<file path="src/rtl/aibcr3_red_ctrl_pkg.sv">
// Shared types and constants for the redundancy clock-mux select controller.
// Holds the FSM state encoding, the delay counter width and parameter defaults.
package aibcr3_red_ctrl_pkg;

    localparam int CNT_W          = 4;
    localparam int SW_CNT_W       = 8;
    localparam int DEF_QUIET_CYC  = 4;
    localparam int DEF_SETTLE_CYC = 8;

    typedef enum logic [1:0] {
        ST_INIT   = 2'd0,
        ST_IDLE   = 2'd1,
        ST_GATE   = 2'd2,
        ST_SETTLE = 2'd3
    } state_e;

endpackage

</file>
<file path="src/rtl/aibcr3_red_dly_cnt.sv">
// Loadable down-counter shared by all timed controller phases.
// Ports: clk, rst_n, load/load_val (load wins), dec (stops at 0), zero flag.
module aibcr3_red_dly_cnt
    import aibcr3_red_ctrl_pkg::*;
#(
    parameter logic [CNT_W-1:0] RST_VAL = '0
) (
    input  logic             clk,
    input  logic             rst_n,
    input  logic             load,
    input  logic [CNT_W-1:0] load_val,
    input  logic             dec,
    output logic             zero
);

    logic [CNT_W-1:0] cnt;

    always_ff @(posedge clk or negedge rst_n) begin
        if (!rst_n) begin
            cnt <= RST_VAL;
        end else if (load) begin
            cnt <= load_val;
        end else if (dec && (cnt != '0)) begin
            cnt <= cnt - 1'b1;
        end
    end

    assign zero = (cnt == '0);

endmodule

</file>
<file path="src/rtl/aibcr3_red_clksel_ctrl.sv">
// Sequences shift_en/jtag_clksel changes for the redundancy clock mux:
// gate clocks, wait QUIET_CYC, switch selects, wait SETTLE_CYC, ungate, ack.
// Ports: clk, rst_n, cfg_req/cfg_shift_en/cfg_jtag_clksel in, cfg_ack, busy,
// shift_en, jtag_clksel, clk_gate_en out. AIBCR3_RED_CTRL_STATS_EN adds
// sw_clr (in) and sw_count (out, saturating count of changing requests).
module aibcr3_red_clksel_ctrl
    import aibcr3_red_ctrl_pkg::*;
#(
    parameter int QUIET_CYC  = DEF_QUIET_CYC,
    parameter int SETTLE_CYC = DEF_SETTLE_CYC
) (
    input  logic                clk,
    input  logic                rst_n,
    input  logic                cfg_req,
    input  logic                cfg_shift_en,
    input  logic                cfg_jtag_clksel,
    output logic                cfg_ack,
    output logic                busy,
    output logic                shift_en,
    output logic                jtag_clksel,
    output logic                clk_gate_en
`ifdef AIBCR3_RED_CTRL_STATS_EN
    ,
    input  logic                sw_clr,
    output logic [SW_CNT_W-1:0] sw_count
`endif
);

    if ((QUIET_CYC < 1) || (QUIET_CYC > 15)) begin : g_bad_quiet
        $fatal(1, "QUIET_CYC out of range 1..15");
    end
    if ((SETTLE_CYC < 1) || (SETTLE_CYC > 15)) begin : g_bad_settle
        $fatal(1, "SETTLE_CYC out of range 1..15");
    end

    localparam logic [CNT_W-1:0] QUIET_LD  = CNT_W'(QUIET_CYC - 1);
    localparam logic [CNT_W-1:0] SETTLE_LD = CNT_W'(SETTLE_CYC - 1);

    state_e     state_q;
    state_e     state_d;
    logic [1:0] pend_q;

    logic       cnt_load;
    logic [CNT_W-1:0] cnt_val;
    logic       cnt_dec;
    logic       cnt_zero;

    logic       ack_d;
    logic       capture;
    logic       apply;
    logic       gate_on;
    logic       gate_off;
    logic       done_chg;

    aibcr3_red_dly_cnt #(
        .RST_VAL (SETTLE_LD)
    ) u_dly_cnt (
        .clk      (clk),
        .rst_n    (rst_n),
        .load     (cnt_load),
        .load_val (cnt_val),
        .dec      (cnt_dec),
        .zero     (cnt_zero)
    );

    always_comb begin
        state_d  = state_q;
        cnt_load = 1'b0;
        cnt_val  = '0;
        cnt_dec  = 1'b0;
        ack_d    = 1'b0;
        capture  = 1'b0;
        apply    = 1'b0;
        gate_on  = 1'b0;
        gate_off = 1'b0;
        done_chg = 1'b0;
        unique case (state_q)
            ST_INIT: begin
                if (cnt_zero) begin
                    state_d = ST_IDLE;
                    gate_on = 1'b1;
                end else begin
                    cnt_dec = 1'b1;
                end
            end
            ST_IDLE: begin
                // The ack cycle itself never accepts: the requester is
                // still holding cfg_req high while it observes the ack.
                if (cfg_req && !cfg_ack) begin
                    if ({cfg_shift_en, cfg_jtag_clksel}
                        == {shift_en, jtag_clksel}) begin
                        ack_d = 1'b1;
                    end else begin
                        capture  = 1'b1;
                        gate_off = 1'b1;
                        cnt_load = 1'b1;
                        cnt_val  = QUIET_LD;
                        state_d  = ST_GATE;
                    end
                end
            end
            ST_GATE: begin
                if (cnt_zero) begin
                    apply    = 1'b1;
                    cnt_load = 1'b1;
                    cnt_val  = SETTLE_LD;
                    state_d  = ST_SETTLE;
                end else begin
                    cnt_dec = 1'b1;
                end
            end
            ST_SETTLE: begin
                if (cnt_zero) begin
                    gate_on  = 1'b1;
                    ack_d    = 1'b1;
                    done_chg = 1'b1;
                    state_d  = ST_IDLE;
                end else begin
                    cnt_dec = 1'b1;
                end
            end
            default: begin
                state_d = ST_INIT;
            end
        endcase
    end

    always_ff @(posedge clk or negedge rst_n) begin
        if (!rst_n) begin
            state_q     <= ST_INIT;
            pend_q      <= 2'b00;
            shift_en    <= 1'b0;
            jtag_clksel <= 1'b0;
            clk_gate_en <= 1'b0;
            cfg_ack     <= 1'b0;
            busy        <= 1'b1;
        end else begin
            state_q <= state_d;
            busy    <= (state_d != ST_IDLE);
            cfg_ack <= ack_d;
            if (capture) begin
                pend_q <= {cfg_shift_en, cfg_jtag_clksel};
            end
            // Both selects move on one edge while clocks are gated.
            if (apply) begin
                shift_en    <= pend_q[1];
                jtag_clksel <= pend_q[0];
            end
            if (gate_off) begin
                clk_gate_en <= 1'b0;
            end else if (gate_on) begin
                clk_gate_en <= 1'b1;
            end
        end
    end

`ifdef AIBCR3_RED_CTRL_STATS_EN
    always_ff @(posedge clk or negedge rst_n) begin
        if (!rst_n) begin
            sw_count <= '0;
        end else if (sw_clr) begin
            sw_count <= '0;
        end else if (done_chg && (sw_count != '1)) begin
            sw_count <= sw_count + 1'b1;
        end
    end
`else
    logic unused_done_chg;
    assign unused_done_chg = done_chg;
`endif

endmodule

</file>
<file path="config.mk">
export PLATFORM = sky130hd
export DESIGN_NAME = aibcr3_red_clksel_ctrl
export DESIGN_NICKNAME = d
export VERILOG_FILES = /design/src/rtl/aibcr3_red_ctrl_pkg.sv /design/src/rtl/aibcr3_red_dly_cnt.sv /design/src/rtl/aibcr3_red_clksel_ctrl.sv
export SDC_FILE = /design/constraint.sdc
export NUM_CORES = 1
export LEC_CHECK = 0
export ABC_CLOCK_PERIOD_IN_PS = 2150
export CAP_MARGIN = 20
export CORE_MARGIN = 1.5
export CORE_UTILIZATION = 42
export CTS_BUF_LIST = sky130_fd_sc_hd__clkbuf_8
export DETAILED_ROUTE_END_ITERATION = 7
export GPL_ROUTABILITY_DRIVEN = 0
export PLACE_DENSITY_LB_ADDON = 0.05
export SLEW_MARGIN = 20
export SYNTH_ARGS = -nofsm -noshare
export SYNTH_HDL_FRONTEND = slang
export SYNTH_SLANG_ARGS = --single-unit
export TNS_END_PERCENT = 20
</file>
<file path="constraint.sdc">
create_clock -name clk -period 2.15 [get_ports clk]
set_input_delay 0.645 -clock clk [delete_from_list [all_inputs] [get_ports clk]]
set_output_delay 0.645 -clock clk [all_outputs]
set_load 0.1 [all_outputs]
</file>
==> flow_summary.ini <==
[outcome]
status = complete, no violations

[sta]
maxSlewHeadroom_pct = 62.6
max_slew.worst_pin.slew_ps = 559
timing.hold.ws_ps = 503
clock_skew_ps = 3.72
final.min_clock_period_ps = 1900
hold_viol = 0
fmax_ghz = 0.526
slew_violations = 0
setup_violations = 0
rsz0062_at_grt = no
final.period_utilization_pct = 88.4

[run]
cap_violations = 0

[route]
wl_um = 1210
first_iter_violations = 13
vias = 499
drc_errors = 0
drtPass1Iterations = 4
via_per_inst = 5.37
wl_per_cell_um = 13.0
final_antenna_net_count = 0

[cts]
cts_resized = 0
cts_made_buffers = 3
post-cts-setup-buffer-count = 0
cts_tree = built
cts-htree-levels = 1
cts_root_buf = clkbuf_8
clk_pin_slew_worst_paths_ps = 50
worstSkewPairLatency_ps = 240
clockBufferDepth = 2
hold_buffers = 0
clock_sinks = 13

[final_layout]
antenna_cells = 0
multi_input_area_um2 = 348
n_fill_cell = 123
drive_gt1_share_pct = 27.3
regArea_um2 = 330
synthToLayoutAreaGrowth_pct = 30.3
layout_commonest_cell = dfrtp_1
final_cell_mix = 9 x dfrtp_1, 5 x inv_1, 5 x nor2_1, 5 x ha_1
fin_nets = 88

[synth]
synth_top_family_by_area = simple AND/OR/NAND/NOR gates
synth_xor_area_share_pct = 2.51
synth_fa_ha_area_share_pct = 8.98
synth_cells = 62
synth.top_cell.area_share_pct = 32.3
ys_ff_latch = 13
synth_area_um2 = 697
synth_cell_types = 26
synth_nets = 72
synth_area_leaders = dfrtp_1 32%, dfstp_2 15%, ha_1 9.0%, mux2_2 6.5%, nand3b_1 3.2%
synthMuxAreaShare_pct = 9.34
ys_seq_area_share_pct = 47.4
synth-compound-area-share_pct = 8.08
syn_avg_cell_area_um2 = 11.2
ys_warn_count = 0
synth-simple-area-share_pct = 21.0
yosys.area.top_type = dfrtp_1

[floorplanning]
pin_count = 10
start_util_pct = 45.7
dieArea_um2 = 1910
die_x_um = 43.7
coreArea_um2 = 1520
fp-row-count = 14
fp.dieH_um = 43.7

[setup_path]
reg2reg_from = u_dly_cnt.cnt[0]$_DFFE_PN1P_
arrival_ps = 2060
cp_max_fo = 4
cp_top_family = simple AND/OR/NAND/NOR gates
cp_num_buf_inv = 1
crit_chain = clkdlybuf4s50_1 -> xnor2_1 -> a211oi_1 -> or4b_1
critPathSlowestCell = or4b_1
critPathMaxStageDelay_ps = 520
worstSetupStartpointType = input pin
crit_cells = 4
end_kind = flop
crit_required_ps = 2310
r2r_cells = 5
path_class = in2reg
worstReg2RegEnd = u_dly_cnt.cnt[0]$_DFFE_PN1P_
reg2reg_slack_ps = 390

[min_path]
min_from = pend_q[1]$_DFFE_PN0P_
hold_class = reg2reg
min_to = pend_q[1]$_DFFE_PN0P_
hold_depth = 1

[place]
portBuffers = 9

[global_routing]
grt_pass1_wl_um = 2080
grt.total_usage_pct = 15.1
antenna_found_initial = 0
grt_pass1_vias = 492
grt_max_degree = 14
grt.overflow.total = 0
==> per-layer routing <==
| layer | vias up | part of all wire [%] | GRT usage (%) |
|---|---|---|---|
| li1 | 252 | - | - |
| met1 | 233 | 49 | 20.1 |
| met2 | 9 | 46 | 23.8 |
| met3 | 5 | 3.2 | 2.50 |
| met4 | 0 | 1.5 | 7.27 |
| met5 | - | 0 | 0 |
==> through the flow <==
step,setup slack [ps],setup TNS (ps),utilization (%),cells,instance area [um2]
2_1_floorplan,219,0,-,62,697
3_3_place_gp,22.3,0,56.7,89,863
3_5_place_dp,-7.53,-10.4,56.7,89,863
4_1_cts,234,0,59.6,93,908
5_1_grt,122,0,59.6,93,908
6_report,249,0,59.6,93,908
==> layout make-up <==
class,count,area share [%]
Inverter,4,1.65
Clock inverter,1,0.413
Tap cell,16,2.20
Sequential cell,13,36.4
Clock buffer,3,4.55
Multi-Input combinational cell,44,38.3
Timing Repair Buffer,12,16.5
==> cell usage after synthesis <==
cell type / n
ha_1: 5
inv_1: 4
mux2i_1: 2
o22ai_1: 1
dfrtp_1: 9
xnor2_1: 2
nand2_1: 2
nand3b_1: 3
a21oi_2: 1
dfstp_2: 4
nor4bb_1: 1
o2bb2ai_1: 1
clkbuf_1: 1
nor2_1: 5
or4b_1: 2
nor3_1: 3
nor3b_2: 1
mux2_2: 4
a211oi_1: 1
nand4b_1: 1
a21oi_1: 2
nor2b_1: 1
nor4_1: 1
nand4bb_1: 1
or2b_1: 1
o21ai_0: 3
==> flip-flops by register name, indices dropped and copies added (netlist names) <==
register and count:
pend_q 2, clk_gate_en 1, jtag_clksel 1, u_dly_cnt.cnt 4, shift_en 1, state_q 2
cfg_ack 1, busy 1
==> worst max-delay path by stage <==
| stage | startpoint | endpoint | slack, ps |
|---|---|---|---|
| after detailed placement | cfg_jtag_clksel | u_dly_cnt.cnt[0]$_DFFE_PN1P_ | -8 |
| after global placement | cfg_shift_en | u_dly_cnt.cnt[1]$_DFFE_PN1P_ | 20 |
| after floorplan | jtag_clksel$_DFFE_PN0P_ | u_dly_cnt.cnt[0]$_DFFE_PN1P_ | 220 |
| after CTS | cfg_jtag_clksel | u_dly_cnt.cnt[0]$_DFFE_PN1P_ | 230 |
| after global routing | cfg_jtag_clksel | u_dly_cnt.cnt[1]$_DFFE_PN1P_ | 120 |
| final | cfg_jtag_clksel | u_dly_cnt.cnt[0]$_DFFE_PN1P_ | 250 |
==> cell families after synthesis <==
family          Yosys count
compound gates            9
flops                    13
xor+xnor                  2
simple gates             22
mux                       6
fa+ha+maj                 5
buf+inv                   5
Power is not shown: default switching activity piles up to over one toggle a cycle in this logic, so the estimate is an artifact.
